### config.mk
export PLATFORM = sky130hd
export DESIGN_NAME = ru_wb_arbiter
export DESIGN_NICKNAME = d
export VERILOG_FILES = /design/src/rtl/ru_wb_pkg.sv /design/src/rtl/ru_wb_fifo.sv /design/src/rtl/ru_wb_arbiter.sv
export SDC_FILE = /design/constraint.sdc
export NUM_CORES = 1
export LEC_CHECK = 0
export ABC_AREA = 1
export CAP_MARGIN = 10
export CORE_ASPECT_RATIO = 1.5
export CORE_MARGIN = 2
export CORE_UTILIZATION = 28
export CTS_CLUSTER_DIAMETER = 150
export DETAILED_ROUTE_END_ITERATION = 6
export DONT_BUFFER_PORTS = 1
export PLACE_DENSITY = 0.39
export SETUP_SLACK_MARGIN = 0.02
export SLEW_MARGIN = 20
export SYNTH_ARGS = -nofsm -noshare
export SYNTH_HDL_FRONTEND = slang
export SYNTH_HIERARCHICAL = 1
export SYNTH_SLANG_ARGS = --single-unit
### constraint.sdc
create_clock -name clk -period 2.7 [get_ports clk]
set_input_delay 0.27 -clock clk [delete_from_list [all_inputs] [get_ports clk]]
set_output_delay 0.27 -clock clk [all_outputs]
set_load 0.05 [all_outputs]
### src/rtl/ru_wb_pkg.sv
// Shared types for the Register_Unit writeback arbiter: queued entry layout
// and the wrap-safe age compare on sequence tags.
package ru_wb_pkg;

   // Must satisfy 2**(SEQW-1) > 2*DEPTH+1; use 5 when DEPTH=4.
   localparam int SEQW = 4;
   localparam logic [4:0] REG_ZERO = 5'd0;

   typedef struct packed {
      logic [4:0]      rd;
      logic [31:0]     data;
      logic [SEQW-1:0] seq;
   } wb_entry_t;

   // True when tag a was issued before tag b, valid across counter wrap.
   function automatic logic seq_older(input logic [SEQW-1:0] a, input logic [SEQW-1:0] b);
      logic [SEQW-1:0] d;
      d = a - b;
      return d[SEQW-1];
   endfunction

endpackage

### src/rtl/ru_wb_fifo.sv
// Per-requester writeback queue with a registered not-full ready and a one-hot
// mask of destination registers still held in the queue.
module ru_wb_fifo
   import ru_wb_pkg::*;
#(
   parameter int DEPTH = 2
) (
   input  logic        clk,
   input  logic        rst_n,
   input  logic        push,
   input  wb_entry_t   din,
   input  logic        pop,
   output wb_entry_t   head,
   output logic        empty,
   output logic        ready,
   output logic [31:0] pend
);
   localparam int AW = $clog2(DEPTH);

   wb_entry_t [DEPTH-1:0] mem;
   logic [DEPTH-1:0]      slot_vld;
   logic [AW-1:0]         wr_ptr, rd_ptr;
   logic [AW:0]           count, count_nxt;

   always_comb begin
      count_nxt = count;
      if (push && !pop)
         count_nxt = count + (AW+1)'(1);
      else if (pop && !push)
         count_nxt = count - (AW+1)'(1);
   end

   // ready reflects occupancy after the edge, so a pop never raises it combinationally.
   always_ff @(posedge clk or negedge rst_n) begin
      if (!rst_n) begin
         wr_ptr   <= '0;
         rd_ptr   <= '0;
         count    <= '0;
         slot_vld <= '0;
         ready    <= 1'b0;
      end else begin
         count <= count_nxt;
         ready <= (count_nxt != (AW+1)'(DEPTH));
         if (push) begin
            wr_ptr           <= wr_ptr + AW'(1);
            slot_vld[wr_ptr] <= 1'b1;
         end
         if (pop) begin
            rd_ptr           <= rd_ptr + AW'(1);
            slot_vld[rd_ptr] <= 1'b0;
         end
      end
   end

   always_ff @(posedge clk) begin
      if (push)
         mem[wr_ptr] <= din;
   end

   always_comb begin
      pend = '0;
      for (int i = 0; i < DEPTH; i++)
         if (slot_vld[i])
            pend[mem[i].rd] = 1'b1;
   end

   assign head  = mem[rd_ptr];
   assign empty = (count == '0);

endmodule

### src/rtl/ru_wb_arbiter.sv
// Two-requester writeback arbiter for the single Register_Unit write port:
// age-tagged FIFOs, round-robin/age arbitration, registered write stage, busy mask.
module ru_wb_arbiter
   import ru_wb_pkg::*;
#(
   parameter int DEPTH = 2
) (
   input  logic        clk,
   input  logic        rst_n,
   input  logic        req0_valid,
   input  logic [4:0]  req0_rd,
   input  logic [31:0] req0_data,
   output logic        req0_ready,
   input  logic        req1_valid,
   input  logic [4:0]  req1_rd,
   input  logic [31:0] req1_data,
   output logic        req1_ready,
   output logic        RUWr,
   output logic [4:0]  rd,
   output logic [31:0] RUDataWr,
   output logic [31:0] busy
);
   wb_entry_t       in0, in1, head0, head1, win;
   logic            push0, push1, empty0, empty1;
   logic            gnt0, gnt1, both, commit, rr_ptr;
   logic [31:0]     pend0, pend1;
   logic [SEQW-1:0] seq_q;

   assign push0 = req0_valid & req0_ready;
   assign push1 = req1_valid & req1_ready;

   // On a simultaneous accept the load is the older instruction and takes the lower tag.
   assign in1 = '{rd: req1_rd, data: req1_data, seq: seq_q};
   assign in0 = '{rd: req0_rd, data: req0_data, seq: (push1 ? seq_q + SEQW'(1) : seq_q)};

   ru_wb_fifo #(.DEPTH(DEPTH)) u_fifo0 (
      .clk(clk), .rst_n(rst_n), .push(push0), .din(in0), .pop(gnt0),
      .head(head0), .empty(empty0), .ready(req0_ready), .pend(pend0)
   );

   ru_wb_fifo #(.DEPTH(DEPTH)) u_fifo1 (
      .clk(clk), .rst_n(rst_n), .push(push1), .din(in1), .pop(gnt1),
      .head(head1), .empty(empty1), .ready(req1_ready), .pend(pend1)
   );

   assign both = !empty0 && !empty1;

   always_comb begin
      gnt0 = 1'b0;
      gnt1 = 1'b0;
      if (both) begin
         if (head0.rd == head1.rd) begin
            if (seq_older(head0.seq, head1.seq)) gnt0 = 1'b1;
            else                                 gnt1 = 1'b1;
         end else if (rr_ptr) begin
            gnt1 = 1'b1;
         end else begin
            gnt0 = 1'b1;
         end
      end else if (!empty0) begin
         gnt0 = 1'b1;
      end else if (!empty1) begin
         gnt1 = 1'b1;
      end
   end

   assign win    = gnt1 ? head1 : head0;
   assign commit = (gnt0 | gnt1) && (win.rd != REG_ZERO);

   always_ff @(posedge clk or negedge rst_n) begin
      if (!rst_n) begin
         RUWr     <= 1'b0;
         rd       <= '0;
         RUDataWr <= '0;
         rr_ptr   <= 1'b0;
         seq_q    <= '0;
      end else begin
         RUWr  <= commit;
         seq_q <= seq_q + SEQW'(push0) + SEQW'(push1);
         if (commit) begin
            rd       <= win.rd;
            RUDataWr <= win.data;
         end
         if (both)
            rr_ptr <= ~rr_ptr;
      end
   end

   always_comb begin
      busy = pend0 | pend1;
      if (RUWr)
         busy[rd] = 1'b1;
      busy[REG_ZERO] = 1'b0;
   end

endmodule
Yosys cells after proc, flatten, opt, wreduce, memory -nomap -nowiden
Cells that the tools add are included.
{"block": "op_classes", "addsub": 12, "mul": 0, "div_mod_pow": 0, "n_lt_le_gt_ge": 18, "eq_ne": 3, "shift": 0, "muxes": 54, "n_bitwise": 14, "reduce_logical": 24}
{"cell": "$mux W41", "n": 7}
{"cell": "$bwmux W82", "n": 2}
{"cell": "$mux W32", "n": 5}
{"cell": "$or A32 B32 Y32", "n": 4}
{"cell": "$demux W41 S1", "n": 2}
{"cell": "$lt A5 B6 Y1 const B", "n": 5}
{"cell": "$demux W1 S5", "n": 5}
{"cell": "$ge A5 B1 Y1 const B", "n": 5}
{"cell": "$mux W1", "n": 20}
{"cell": "$mux W2", "n": 8}
{"cell": "$logic_and A1 B1 Y1", "n": 15}
{"cell": "$add A4 B1 Y4", "n": 2}
{"cell": "$lt A1 B2 Y1 const B", "n": 4}
{"cell": "$logic_not A1 Y1", "n": 6}
{"cell": "$eq A5 B5 Y1", "n": 1}
{"cell": "$reduce_bool A5 Y1", "n": 1}
{"cell": "$add A1 B1 Y1 const B", "n": 4}
{"cell": "$add A2 B1 Y2 const B", "n": 2}
{"cell": "$add A4 B1 Y4 const B", "n": 1}
{"cell": "$and A2 B2 Y2", "n": 2}
{"cell": "$demux W1 S1", "n": 4}
{"cell": "$ge A1 B1 Y1 const B", "n": 4}
{"cell": "$logic_not A2 Y1", "n": 2}
{"cell": "$mux W4", "n": 1}
{"cell": "other kinds (8)", "n": 13}
{"block": "totals", "ff_bits": 221, "latchBits": 0, "mem_bits_rw": 0, "rom_bits": 0, "input_bits": 78, "output_inout_bits": 72, "elab_cells": 152, "memories": 0}

Logic depth before layout (Yosys ltp)
Gate-level depths: netlist (run 1).
{"block": "logic_depth", "word_depth": 10, "ltp_mapped": 25, "ltp_nobuf": 21}

Modules after synthesis
The synthesis (run 1) kept the hierarchy.
{"mod": "ru_wb_fifo (u_fifo0)", "instances": 1, "cells_each": 380, "area_each_um2": 3875.0, "seq_area_each_um2": 2637.5}
{"mod": "ru_wb_fifo (u_fifo1)", "instances": 1, "cells_each": 379, "area_each_um2": 3871.2, "seq_area_each_um2": 2637.5}
{"mod": "ru_wb_arbiter", "instances": 1, "cells_each": 430, "area_each_um2": 2985.4, "seq_area_each_um2": 1076.0}

Worst setup path after synthesis (run 1)
Ideal clock, no wire load.
{"block": "synth_timing", "kind": "register to register", "start": "register u_fifo1.ready", "end": "register u_fifo1/mem[0] (netlist name) (enable)", "setup_ps": 441, "arrival_ps": 2841, "required_time_ps": 2259, "path_slack_ps": -582, "stages_incl_launch_ff": 5, "n_path_buf": 0, "synth_period_minus_slack_ps": 3282, "cell_sequence": "dfrtp_1 nand2_1 inv_1 inv_1 nor2_1"}
{"block": "synth_between", "elab_chain_cells": 1}
{"item": "start: declaration", "line_no": "ru_wb_fifo.sv:15", "source": "output logic ready,"}
{"item": "start signal: assignment", "line_no": "ru_wb_fifo.sv:43", "source": "ready <= (count_nxt != (AW+1)'(DEPTH));"}
{"item": "$and A1 B1 Y1", "line_no": "ru_wb_arbiter.sv:30", "source": "assign push1 = req1_valid & req1_ready;"}
{"item": "net push1", "line_no": "ru_wb_arbiter.sv:24", "source": "logic push0, push1, empty0, empty1;"}
{"item": "end signal: indexed assignment", "line_no": "ru_wb_fifo.sv:57", "source": "mem[wr_ptr] <= din;"}
{"item": "end: declaration", "line_no": "ru_wb_fifo.sv:20", "source": "wb_entry_t [DEPTH-1:0] mem;"}
The timed path passes the listed nets, and every way through them passes these cells.
A chain may end at the register's enable or synchronous reset.

==> flow_metrics.env, run 1 <==
export IMPL_status="completed"
export IMPL_p_clk_frac=0.170
export IMPL_tns_ns=0
export IMPL_power_mw=18.6
export IMPL_path_buf_inv=4
export IMPL_antennaDiodeCount=0
export IMPL_syn_inst=1183
export IMPL_nets=1423
export IMPL_viasPerCell=4.49
export IMPL_slowest_delay_ns=0.44
export IMPL_dp_hpwl_um=25700
export IMPL_path_cells="buf_6 -> nand2_1 -> nand2_1 -> ha_4 -> a21oi_2 -> nand3_2 -> nand2_2 -> nor2_2 -> nand2_2 -> buf_6 -> nand4_1 -> nand2_2 -> nand3_2 -> o21bai_4 -> buf_12 -> clkbuf_16 -> nand2_1 -> nand2_1"
export IMPL_min_path_cells=3
export IMPL_r2r_cells=18
export IMPL_seq_power_share=0.336
export IMPL_mappedNetlistArea_um2=10700
export IMPL_worstMarginPinSlew_ns=0.613
export IMPL_row_count=87
export IMPL_fp_dieW_um=164
export IMPL_pwr_share_comb=0.494
export IMPL_p_leak_nw=6.40
export IMPL_fmaxAchievable_mhz=376
export IMPL_via_count=8281
export IMPL_p_sw_mw=8.58
export IMPL_cp_arrival_ns=3.13
export IMPL_critPathLaunchType="flop"
export IMPL_start_util=0.284
export IMPL_dr_pass1_iters=7
export IMPL_p_int_mw=10.0
export IMPL_antenna_found_initial=0
export IMPL_drtIter0Drc=426
export IMPL_slew_headroom=0.589
export IMPL_cts_htree_levels=1
export IMPL_cts_tree="done"
export IMPL_crit_required_ns=3.17
export IMPL_track_usage=0.173
export IMPL_power_density_nw_per_um2=1340
export IMPL_crit_type="reg2reg"
export IMPL_worstSetupPathDepth=18
export IMPL_worstSkewPairLatency_ns=0.54
export IMPL_core_region_area_um2=37700
export IMPL_grt_max_degree=58
export IMPL_drive_above_1_share=0.183
export IMPL_period_share=0.985
export IMPL_grt_pass1_wl_um=50800
export IMPL_post_drt_wl_per_cell_um=19.6
export IMPL_numCtsBuffers=23
export IMPL_drt_wl_total_um=36200
export IMPL_grt_remaining_overflow=0
export IMPL_path_delay_family="simple AND/OR/NAND/NOR gates"
export IMPL_maxSlewViolCount=0
export IMPL_end_kind="flop"
export IMPL_ys_warn_count=6
export IMPL_hp_class="in2reg"
export IMPL_die_area_um2=39900
export IMPL_swShare=0.462
export IMPL_avgSynthCellArea_um2=9.05
export IMPL_clock_sinks=221
export IMPL_period_minus_slack_ns=2.66
export IMPL_path_max_fanout=6
export IMPL_finalHoldViolCount=0
export IMPL_gp_congestion=0.821
export IMPL_die_h_um=244
export IMPL_drv_cap=0
export IMPL_drc_errors=0
export IMPL_critical_path_slowest_cell="dfrtp_2"
export IMPL_irDropWorstVdd_mv=0.677
export IMPL_ios=150
export IMPL_ant_nets=0
export IMPL_grt_pass1_vias=8154
export IMPL_io_buffer_count=0
export IMPL_final_core_util=0.368
export IMPL_finalClockSkew_ns=0.0321
export IMPL_area_delta_synth_final_pct=29.3
export IMPL_clk_pin_slew_ns=0.06
export IMPL_cts_root_buf="clkbuf_16"
export IMPL_rsz0062_at_grt="true"
export IMPL_finalHoldWorstSlack_ns=0.115
export IMPL_max_clock_path_buffers=3
export IMPL_crit_path_frequent_cell="nand2_1"
export IMPL_synth_fp_nets=1269
export IMPL_report_final_setup_viol=0
-- final cells by class --
class / instances / area (um2)
clock buffer: 29 / 598
clock inverter: 13 / 136
fill: 3900 / 23800
inverter: 79 / 304
multi-input combinational: 847 / 4070
sequential: 221 / 6350
tap: 489 / 612
timing repair buffer: 165 / 1770
-- through the flow --
step	cell area [um2]	setup WS [ns]	instances
after global placement	11800	-0.0571	1709
after CTS	13300	0.0262	1827
final	13800	0.0408	1843
after global routing	13800	-0.105	1843
after detailed placement	11800	-0.0816	1709
after floorplan	10700	-0.0227	1183
-- per-layer routing --
metal | vias up | part of all wire | track usage
li1 | 4130 | - | -
met1 | 3908 | 0.34 | 0.171
met2 | 180 | 0.57 | 0.346
met3 | 63 | 0.043 | 0.0274
met4 | 0 | 0.044 | 0.0753
met5 | - | 0 | 0
-- sequential cells by signal (all words and copies together) (netlist names) --
name,count
u_fifo0/slot_vld,2
u_fifo1/count,2
RUWr,1
u_fifo0/mem,82
u_fifo1/rd_ptr,1
rd,5
rr_ptr,1
u_fifo0/wr_ptr,1
u_fifo1/wr_ptr,1
u_fifo1/mem,82
u_fifo0/count,2
u_fifo1/slot_vld,2
u_fifo0/rd_ptr,1
u_fifo1/ready,1
RUDataWr,32
u_fifo0/ready,1
seq_q,4
-- power by group through the flow --
stage	clock network, mW	logic [mW]	registers (mW)
global placement	0	8.06	6.32
floorplan	0	4.94	6.37
finish	3.16	9.18	6.24
CTS	3.28	8.27	6.25
detailed placement	0	8.09	6.31
global route	3.36	10.1	6.36
-- layout by cell type (no fill, tap or decap), types with 2 or more instances in the layout --
cell	n
a211o_1	27
a21oi_1	2
a21oi_2	2
buf_12	13
buf_4	62
buf_6	6
bufinv_16	3
clkbuf_1	6
clkbuf_16	31
clkinv_1	8
clkinv_2	3
dfrtp_1	56
dlygate4sd3_1	75
edfxtp_1	164
ha_1	5
ha_4	2
inv_1	60
inv_2	16
nand2_1	609
nand2_2	41
nand2_4	2
nand3_1	35
nand3_2	10
nand4_1	4
nor2_1	16
nor2_2	12
nor2_4	3
nor3_1	16
nor3_2	27
nor3_4	2
o21ai_1	10
o21ai_2	4
o22ai_1	2
xnor2_1	2
xor2_1	7
-- final timing paths --
path | slack [ns] | end | from
hold reg to reg | 0.47 | rd[3]$_DFFE_PN0P_ | rd[3]$_DFFE_PN0P_
setup reg to reg | 0.04 | RUDataWr[27]$_DFFE_PN0P_ | u_fifo0/rd_ptr$_DFFE_PN0P_
max in group asynchronous | 2.08 | u_fifo0/rd_ptr$_DFFE_PN0P_ | rst_n
min in group asynchronous | 0.29 | RUDataWr[13]$_DFFE_PN0P_ | rst_n
hold / removal | 0.11 | seq_q[0]$_DFF_PN0_ | req0_valid
setup / recovery | 0.04 | RUDataWr[27]$_DFFE_PN0P_ | u_fifo0/rd_ptr$_DFFE_PN0P_
-- timing repair --
item / 4_1_cts / 5_1_grt
hold buffers: 76 / 0
cloned: 0 / 9
endpoints found under the hold margin: 205 / 0
pin swaps: 0 / 18
setup buffers: 0 / 7
setup endpoints to repair: 45 / 54
resized for setup: 4 / 68
-- worst reg2reg max path: stages, from the launching register on --
cell and delay, ns:
dfrtp_2 0.44, buf_6 0.14, nand2_1 0.05, nand2_1 0.09
ha_4 0.26, a21oi_2 0.19, nand3_2 0.10, nand2_2 0.07
nor2_2 0.04, nand2_2 0.10, buf_6 0.11, nand4_1 0.10
nand2_2 0.13, nand3_2 0.10, o21bai_4 0.25, buf_12 0.17
clkbuf_16 0.16, nand2_1 0.05, nand2_1 0.08
(Power assumes the default switching activity.)
==> run 2: changes to the inputs <==
Settings changed: SLEW_MARGIN 20 to default.
==> results of run 2 <==
No change in the layout: final DEF, timing and power equal those of run 1.
